File: config.mk
export PLATFORM = sky130hd
export DESIGN_NAME = reg_file_sb_flat
export DESIGN_NICKNAME = d
export VERILOG_FILES = /design/src/rtl/reg_file_sb_if.sv /design/src/rtl/reg_file_sb.sv /design/src/flat_wrapper.sv
export SDC_FILE = /design/constraint.sdc
export NUM_CORES = 2
export LEC_CHECK = 0
export CAP_MARGIN = 20
export CORE_MARGIN = 3
export CORE_UTILIZATION = 30
export DETAILED_ROUTE_END_ITERATION = 8
export PLACE_DENSITY = 0.41
export SLEW_MARGIN = 20
export SYNTH_ARGS = -nofsm -noshare
export SYNTH_HDL_FRONTEND = slang
export SYNTH_SLANG_ARGS = --single-unit
export TNS_END_PERCENT = 50
File: constraint.sdc
create_clock -name clk -period 68 [get_ports clk]
set_input_delay 20.4 -clock clk [delete_from_list [all_inputs] [get_ports clk]]
set_output_delay 20.4 -clock clk [all_outputs]
set_load 0.03 [all_outputs]
File: src/rtl/reg_file_sb_if.sv
// Port bundle for reg_file_sb: two read ports, ALU write port, load write port,
// load-issue port and the registered busy count.
interface reg_file_sb_if #(
    parameter int unsigned DATA_W = 32,
    parameter int unsigned ADDR_W = 5
);
    logic [ADDR_W-1:0] ra1;
    logic [ADDR_W-1:0] ra2;
    logic [DATA_W-1:0] rd1;
    logic [DATA_W-1:0] rd2;
    logic              rv1;
    logic              rv2;
    logic              we;
    logic [ADDR_W-1:0] wa;
    logic [DATA_W-1:0] wd;
    logic              lwe;
    logic [ADDR_W-1:0] lwa;
    logic [DATA_W-1:0] lwd;
    logic              iss;
    logic [ADDR_W-1:0] iwa;
    logic [ADDR_W:0]   busy_cnt;

    modport master (
        output ra1, ra2, we, wa, wd, lwe, lwa, lwd, iss, iwa,
        input  rd1, rd2, rv1, rv2, busy_cnt
    );

    modport slave (
        input  ra1, ra2, we, wa, wd, lwe, lwa, lwd, iss, iwa,
        output rd1, rd2, rv1, rv2, busy_cnt
    );
endinterface

File: src/rtl/reg_file_sb.sv
// Two-write-port register file with pending-load scoreboard and optional
// same-cycle write-to-read forwarding.
module reg_file_sb #(
    parameter int unsigned DATA_W   = 32,
    parameter int unsigned ADDR_W   = 5,
    parameter int unsigned ZERO_REG = 1,
    parameter int unsigned BYPASS   = 1
) (
    input  logic         clk,
    input  logic         rst,
    reg_file_sb_if.slave bus
);
    localparam int unsigned DEPTH = 1 << ADDR_W;
    localparam int unsigned CNT_W = ADDR_W + 1;

    logic [DATA_W-1:0] rf_q [DEPTH];
    logic [DATA_W-1:0] rf_d [DEPTH];
    logic [DEPTH-1:0]  busy_q;
    logic [DEPTH-1:0]  busy_d;
    logic [CNT_W-1:0]  cnt_q;
    logic [CNT_W-1:0]  cnt_d;

    logic we_ok;
    logic lwe_ok;
    logic iss_ok;
    logic set_new;
    logic clr_old;

    function automatic logic is_zero(input logic [ADDR_W-1:0] a);
        return (ZERO_REG != 0) && (a == '0);
    endfunction

    // Hardwired-zero register swallows every write and issue.
    always_comb begin
        we_ok  = bus.we  && !is_zero(bus.wa);
        lwe_ok = bus.lwe && !is_zero(bus.lwa);
        iss_ok = bus.iss && !is_zero(bus.iwa);
    end

    // Port A applied after port B so the younger ALU result wins; busy set after clear.
    always_comb begin
        rf_d   = rf_q;
        busy_d = busy_q;
        if (lwe_ok) begin
            rf_d[bus.lwa]   = bus.lwd;
            busy_d[bus.lwa] = 1'b0;
        end
        if (we_ok) begin
            rf_d[bus.wa] = bus.wd;
        end
        if (iss_ok) begin
            busy_d[bus.iwa] = 1'b1;
        end
    end

    // Count only real transitions so re-issue and set/clear collisions net out.
    always_comb begin
        set_new = iss_ok && !busy_q[bus.iwa];
        clr_old = lwe_ok && busy_q[bus.lwa] && !(iss_ok && (bus.iwa == bus.lwa));
        cnt_d   = cnt_q + CNT_W'(set_new) - CNT_W'(clr_old);
    end

    always_ff @(posedge clk or posedge rst) begin
        if (rst) begin
            for (int unsigned i = 0; i < DEPTH; i++) begin
                rf_q[i] <= '0;
            end
            busy_q <= '0;
            cnt_q  <= '0;
        end else begin
            rf_q   <= rf_d;
            busy_q <= busy_d;
            cnt_q  <= cnt_d;
        end
    end

    logic [ADDR_W-1:0] ra [2];
    logic [DATA_W-1:0] rd [2];
    logic              rv [2];

    assign ra[0] = bus.ra1;
    assign ra[1] = bus.ra2;

    for (genvar p = 0; p < 2; p++) begin : g_rd
        // Forwarding is held off during reset so reads show the cleared array.
        always_comb begin
            rd[p] = rf_q[ra[p]];
            rv[p] = ~busy_q[ra[p]];
            if ((BYPASS != 0) && !rst) begin
                if (lwe_ok && (bus.lwa == ra[p])) begin
                    rd[p] = bus.lwd;
                    rv[p] = 1'b1;
                end
                if (we_ok && (bus.wa == ra[p])) begin
                    rd[p] = bus.wd;
                end
            end
            if (is_zero(ra[p])) begin
                rd[p] = '0;
                rv[p] = 1'b1;
            end
        end
    end

    assign bus.rd1      = rd[0];
    assign bus.rd2      = rd[1];
    assign bus.rv1      = rv[0];
    assign bus.rv2      = rv[1];
    assign bus.busy_cnt = cnt_q;
endmodule

File: src/flat_wrapper.sv
// flat-port wrapper written by rule: the top's interface ports become plain ports
module reg_file_sb_flat 
#(
    parameter int unsigned DATA_W   = 32,
    parameter int unsigned ADDR_W   = 5,
    parameter int unsigned ZERO_REG = 1,
    parameter int unsigned BYPASS   = 1
)
  (clk, rst, bus_ra1, bus_ra2, bus_we, bus_wa, bus_wd, bus_lwe, bus_lwa, bus_lwd, bus_iss, bus_iwa, bus_rd1, bus_rd2, bus_rv1, bus_rv2, bus_busy_cnt);
  reg_file_sb_if #(.DATA_W(DATA_W), .ADDR_W(ADDR_W)) bus_i ();
  input  logic clk;
  input  logic rst;
  input wire logic [$bits(bus_i.ra1)-1:0] bus_ra1;
  input wire logic [$bits(bus_i.ra2)-1:0] bus_ra2;
  input wire logic [$bits(bus_i.we)-1:0] bus_we;
  input wire logic [$bits(bus_i.wa)-1:0] bus_wa;
  input wire logic [$bits(bus_i.wd)-1:0] bus_wd;
  input wire logic [$bits(bus_i.lwe)-1:0] bus_lwe;
  input wire logic [$bits(bus_i.lwa)-1:0] bus_lwa;
  input wire logic [$bits(bus_i.lwd)-1:0] bus_lwd;
  input wire logic [$bits(bus_i.iss)-1:0] bus_iss;
  input wire logic [$bits(bus_i.iwa)-1:0] bus_iwa;
  output wire logic [$bits(bus_i.rd1)-1:0] bus_rd1;
  output wire logic [$bits(bus_i.rd2)-1:0] bus_rd2;
  output wire logic [$bits(bus_i.rv1)-1:0] bus_rv1;
  output wire logic [$bits(bus_i.rv2)-1:0] bus_rv2;
  output wire logic [$bits(bus_i.busy_cnt)-1:0] bus_busy_cnt;
  assign bus_i.ra1 = bus_ra1;
  assign bus_i.ra2 = bus_ra2;
  assign bus_i.we = bus_we;
  assign bus_i.wa = bus_wa;
  assign bus_i.wd = bus_wd;
  assign bus_i.lwe = bus_lwe;
  assign bus_i.lwa = bus_lwa;
  assign bus_i.lwd = bus_lwd;
  assign bus_i.iss = bus_iss;
  assign bus_i.iwa = bus_iwa;
  assign bus_rd1 = bus_i.rd1;
  assign bus_rd2 = bus_i.rd2;
  assign bus_rv1 = bus_i.rv1;
  assign bus_rv2 = bus_i.rv2;
  assign bus_busy_cnt = bus_i.busy_cnt;
  reg_file_sb #(.DATA_W(DATA_W), .ADDR_W(ADDR_W), .ZERO_REG(ZERO_REG), .BYPASS(BYPASS)) u_core (.clk(clk), .rst(rst), .bus(bus_i));
endmodule
=== Word-level counts from Yosys, hierarchy flattened ===
Index checks and enable logic that the tools add are counted.
Widths: inputs -> output; s select.

* Output and inout port bits: 72
* Input bits: 94
* Word-level logic and storage cells: 129
* Register bits after elaboration: 1062

* Add/subtract/negate cells: 2
* Order comparisons: 12
* Equal/unequal tests: 5
* Reduce and logical (&&, ||, !) cells: 25
* Mux-type cells: 42
* Bitwise operators: 9

{| class="wikitable"
|+ Operators with widths
! cell !! count
|-
| $bwmux 1024 || 2
|-
| $mux 1024 || 2
|-
| $mux 32 || 16
|-
| $bmux 32 s5 || 2
|-
| $demux 32 s5 || 2
|-
| $and 32x32->32 || 1
|-
| $not 32->32 || 1
|-
| $or 32x32->32 || 1
|-
| $eq 5x5->1 || 5
|-
| $logic_not 5->1 || 5
|-
| $ge 6x6->1 const B || 4
|-
| $lt 5x6->1 const B || 4
|-
| $not 5->6 || 4
|-
| $bmux 1 s5 || 4
|-
| $logic_and 1x1->1 || 15
|-
| $lt 6x1->1 const B || 2
|-
| $mux 1 || 12
|-
| $demux 1 s5 || 2
|-
| $ge 5x1->1 const B || 2
|-
| $add 6x1->6 || 1
|-
| $sub 6x1->6 || 1
|-
| $logic_not 1->1 || 5
|-
| $not 1->1 || 2
|}

=== Depth between registers and ports, before layout ===
* Depth after elaboration: 9
* Mapped depth: 15
* Mapped depth without buffers: 13

=== Worst setup path after synthesis ===
No wires, ideal clock.

* Path type: input -> output
* Start point: in rst
* End point: out bus_rv2
* Buffers on the path: 0
* Data required time: 47600 ps
* Slack: 3148 ps
* Arrival: 44452 ps
* Cell stages on the path: 3
* Path through: inv_1 > a211oi_1 > o211ai_1

* Cells in the longest elaborated chain, start to end: 2

{| class="wikitable"
|+ RTL lines
! element !! RTL line !! text
|-
| from (decl) || flat_wrapper.sv:12 || <nowiki>input logic rst;</nowiki>
|-
| $mux 1 || reg_file_sb.sv:89 || <nowiki>if ((BYPASS != 0) && !rst) begin</nowiki>
|-
| $mux 1 || reg_file_sb.sv:98 || <nowiki>if (is_zero(ra[p])) begin</nowiki>
|-
| to (decl) || flat_wrapper.sv:26 || <nowiki>output wire logic [$bits(bus_i.rv2)-1:0] bus_rv2;</nowiki>
|}

Every way passes these cells.

=== Final worst setup path ===
* Start point: in bus_ra1[1]
* End point: out bus_rd1[22]

* Cells in the longest elaborated chain, start to end: 8
* Elaborated cells on any way between the ends: 13
* Those cells by class: eq/ne (2); mux (7); bitwise (1); reduce/logical (3)

{| class="wikitable"
|+ RTL lines
! element !! RTL line !! text
|-
| from (decl) || flat_wrapper.sv:13 || <nowiki>input wire logic [$bits(bus_i.ra1)-1:0] bus_ra1;</nowiki>
|-
| $not 5->6 (implied by the code) || reg_file_sb.sv:87 || <nowiki>rd[p] = rf_q[ra[p]];</nowiki>
|-
| $bmux 32 s5 || reg_file_sb.sv:87 ||
|-
| $mux 32 (implied by the code) (2 in a row) || reg_file_sb.sv:87 ||
|-
| $mux 32 || reg_file_sb.sv:90 || <nowiki>if (lwe_ok && (bus.lwa == ra[p])) begin</nowiki>
|-
| $mux 32 || reg_file_sb.sv:94 || <nowiki>if (we_ok && (bus.wa == ra[p])) begin</nowiki>
|-
| $mux 32 || reg_file_sb.sv:89 ||
|-
| $mux 32 * || reg_file_sb.sv:98 ||
|-
| to (decl) || flat_wrapper.sv:23 || <nowiki>output wire logic [$bits(bus_i.rd1)-1:0] bus_rd1;</nowiki>
|}

Every way passes the cells marked *; elsewhere a longest branch is shown, timed or not. The select of a mux whose other input is x is not followed.

==> run summary <==
Post-Syn Nets: 6732
Cells after DPL: 9190
Die Span X: 484 microns
Longest Clk Path Bufs: 3
TritonCTS clock tree: yes
Die ar.: 234000 sq um
VDD IR max: 16.7 uV
sequential share of the synthesized area: 38.8%
DRT antenna net count: 0
drt wl/cell: 36.1 microns
Min Clock Period, post-route: 46.31 ns
Max transition margin: 15.4%
crit path DAT: 25.91 ns
most numerous cell in the Yosys netlist: dfrtp_1
# resized after CTS: 0
first-pass GRT wire length: 470 mm
Area Overhead vs Synth: 12.3%
antenna violations before repair: 17
CTS root buf: clkbuf_16
critical path fanouts, max: 81
final wirelength: 341 mm
leading area contributor after synthesis: dfrtp_1
setup TNS: 0 ns
Crit. End Element: output port
Post-synth EDFFs: 0
vias per cell: 6.02
top-area cell type share of the netlist area: 38.8%
share of layout cells above drive strength 1: 18.6%
Routability Congestion: 0.823
CTS H-tree depth: 4
post-synthesis cell count: 6631
post-synthesis cell type count: 63
slew of the pin with the lowest slew margin: 1.27 ns
HP Class: reg2reg
clk slew on worst S/H paths: 0.06 ns
Hold Vio Cnt, Final: 0
site row count: 174
postcts setup bufs: 0
Setup crit start kind: input port
DRC violations left: 0
yosys warns: 0
Synth async-reset ratio: 100%
FF+latch count, synth: 1062
CP dominant cell by count: buf_4
skew final: 0.0128 ns
vias in the first global route: 54961
placed inst area: 72500 sq um
Post-CTS Hold Fix Bufs: 0
Area contributors post-synth: dfrtp_1 39%, mux2i_1 15%, mux4_2 14%
Final setup viols: 0
Pre-Repair DR Iteration Count: 8
Layout Cells excl Fill: 9437
DRT iter0 DRCs: 7574
Worst-Skew Late Latency: 0.80 ns
Max stage delay on crit path: 0.81 ns
Synth top cells by count: 1062 x dfrtp_1, 1033 x mux2i_1, 708 x a21oi_1
GRT Total Usage: 28.3%
critical path, cell by cell: buf_8, buf_4, buf_4, buf_4, mux4_2, a22oi_1, nand2_1, nor3_1, o32ai_2, clkdlybuf4s50_1
total CTS buffers: 136
Syn Area/Cell: 10.3 sq um
Critical Path RT: 47.60 ns
io pins: 166
PortBufs: 165
Post-Synthesis Cell Area: 68500 sq um
status: complete, no violations
initial core utilization: 30.3%
max frequency: 21.6 MHz
HPWL Detailed: 190 mm
Slew Limit Fails: 0
CP max-delay cell: buf_4
final worst path period share: 68.1%
most common flop cell mapped by yosys: dfrtp_1
max cap viols: 0
setup repair after global routing missed its margin: false
Leakage Power: 31.4 nW
total gr overflow: 0
Core Area: 226000 sq um
via count: 56810
largest net degree at the start of global routing: 145
Final Cell Area: 77000 sq um
Die Y: 484 microns
critical path class: in2out
clk sinks: 1062
hold_ws: 0.396 ns
WP buf/inv: 5
fin nets: 6439
Top Family by Delay on Critical Path: buffers and inverters
Layout fillers: 22688
Pwr Density: 29.9 nW/um^2
[registers in the layout, summed over array words and instances, names as in the netlist]
name	cells
u_core.bus.busy_cnt	6
u_core.busy_q	32
u_core.rf_q	1024
[final timing paths]
path | from | to | slack, ns | cells after the start
min in group asynchronous | rst | u_core.rf_q[128]$_DFF_PP0_ | 20.27 | 3
worst max-delay path | bus_ra1[1] | bus_rd1[22] | 21.69 | 10
max in group asynchronous | rst | u_core.rf_q[363]$_DFF_PP0_ | 43.27 | 8
worst min-delay path | u_core.rf_q[1015]$_DFF_PP0_ | u_core.rf_q[1015]$_DFF_PP0_ | 0.40 | 0
worst min register to register | u_core.rf_q[1015]$_DFF_PP0_ | u_core.rf_q[1015]$_DFF_PP0_ | 0.40 | 0
worst max register to register | u_core.busy_q[18]$_DFF_PP0_ | u_core.bus.busy_cnt[4]$_DFF_PP0_ | 64.84 | 12
[layer usage]
| layer | share of wire, % | global-route usage, % | up-vias |
|---|---|---|---|
| met5 | 0.026 | 0 | - |
| met4 | 4.4 | 11.7 | 14 |
| met3 | 8.1 | 5.73 | 660 |
| met2 | 44 | 42.7 | 2974 |
| met1 | 43 | 39.6 | 29359 |
| li1 | - | - | 23803 |
[power by group]
group,leakage [nW],switching (mW),internal [mW]
Clock,2.19,0.312,0.432
Combinational,16.3,0.313,0.313
Sequential,12.9,0.137,0.798
[cells in the final DEF, fill, tap and decap left out, types with 132 or more instances in the layout]
cell	count
mux4_2	416
clkdlybuf4s50_1	159
o21ai_0	192
mux2i_1	1033
clkbuf_16	142
nor2_1	562
buf_4	215
mux2_2	161
a21oi_1	708
nor3_1	132
o21ai_1	217
nand2_1	495
dfrtp_1	1062
[layout make-up]
cell class,count,area (sq um),area share [%]
multi-input cells,4702,38600,50.1
flip-flops and latches,1062,26600,34.5
clock buffers,208,4130,5.37
well taps,2992,3740,4.86
repair buffers,389,3460,4.49
clock inverters,27,284,0.369
inverters,47,184,0.239
diodes,10,25.0,0.0325
[kinds of logic after synthesis]
| group | count (synthesis) | synth area share (%) |
|---|---|---|
| mux | 1611 | 31.4 |
| flops | 1062 | 38.8 |
| buf+inv | 867 | 5.75 |
| xor+xnor | 30 | 0.394 |
| fa+ha+maj | 7 | 0.139 |
| simple gates | 1400 | 8.64 |
| compound gates | 1654 | 14.9 |
[through the flow]
step	setup WS, ns	utilization [%]	total power, mW
2_1_floorplan	3.15	-	1.36
3_3_place_gp	21.81	32.1	1.55
3_5_place_dp	21.78	32.1	1.56
4_1_cts	21.78	34.0	2.31
5_1_grt	21.59	34.1	2.41
6_report	21.69	34.1	2.31
Power figures use the tool's default switching activity.
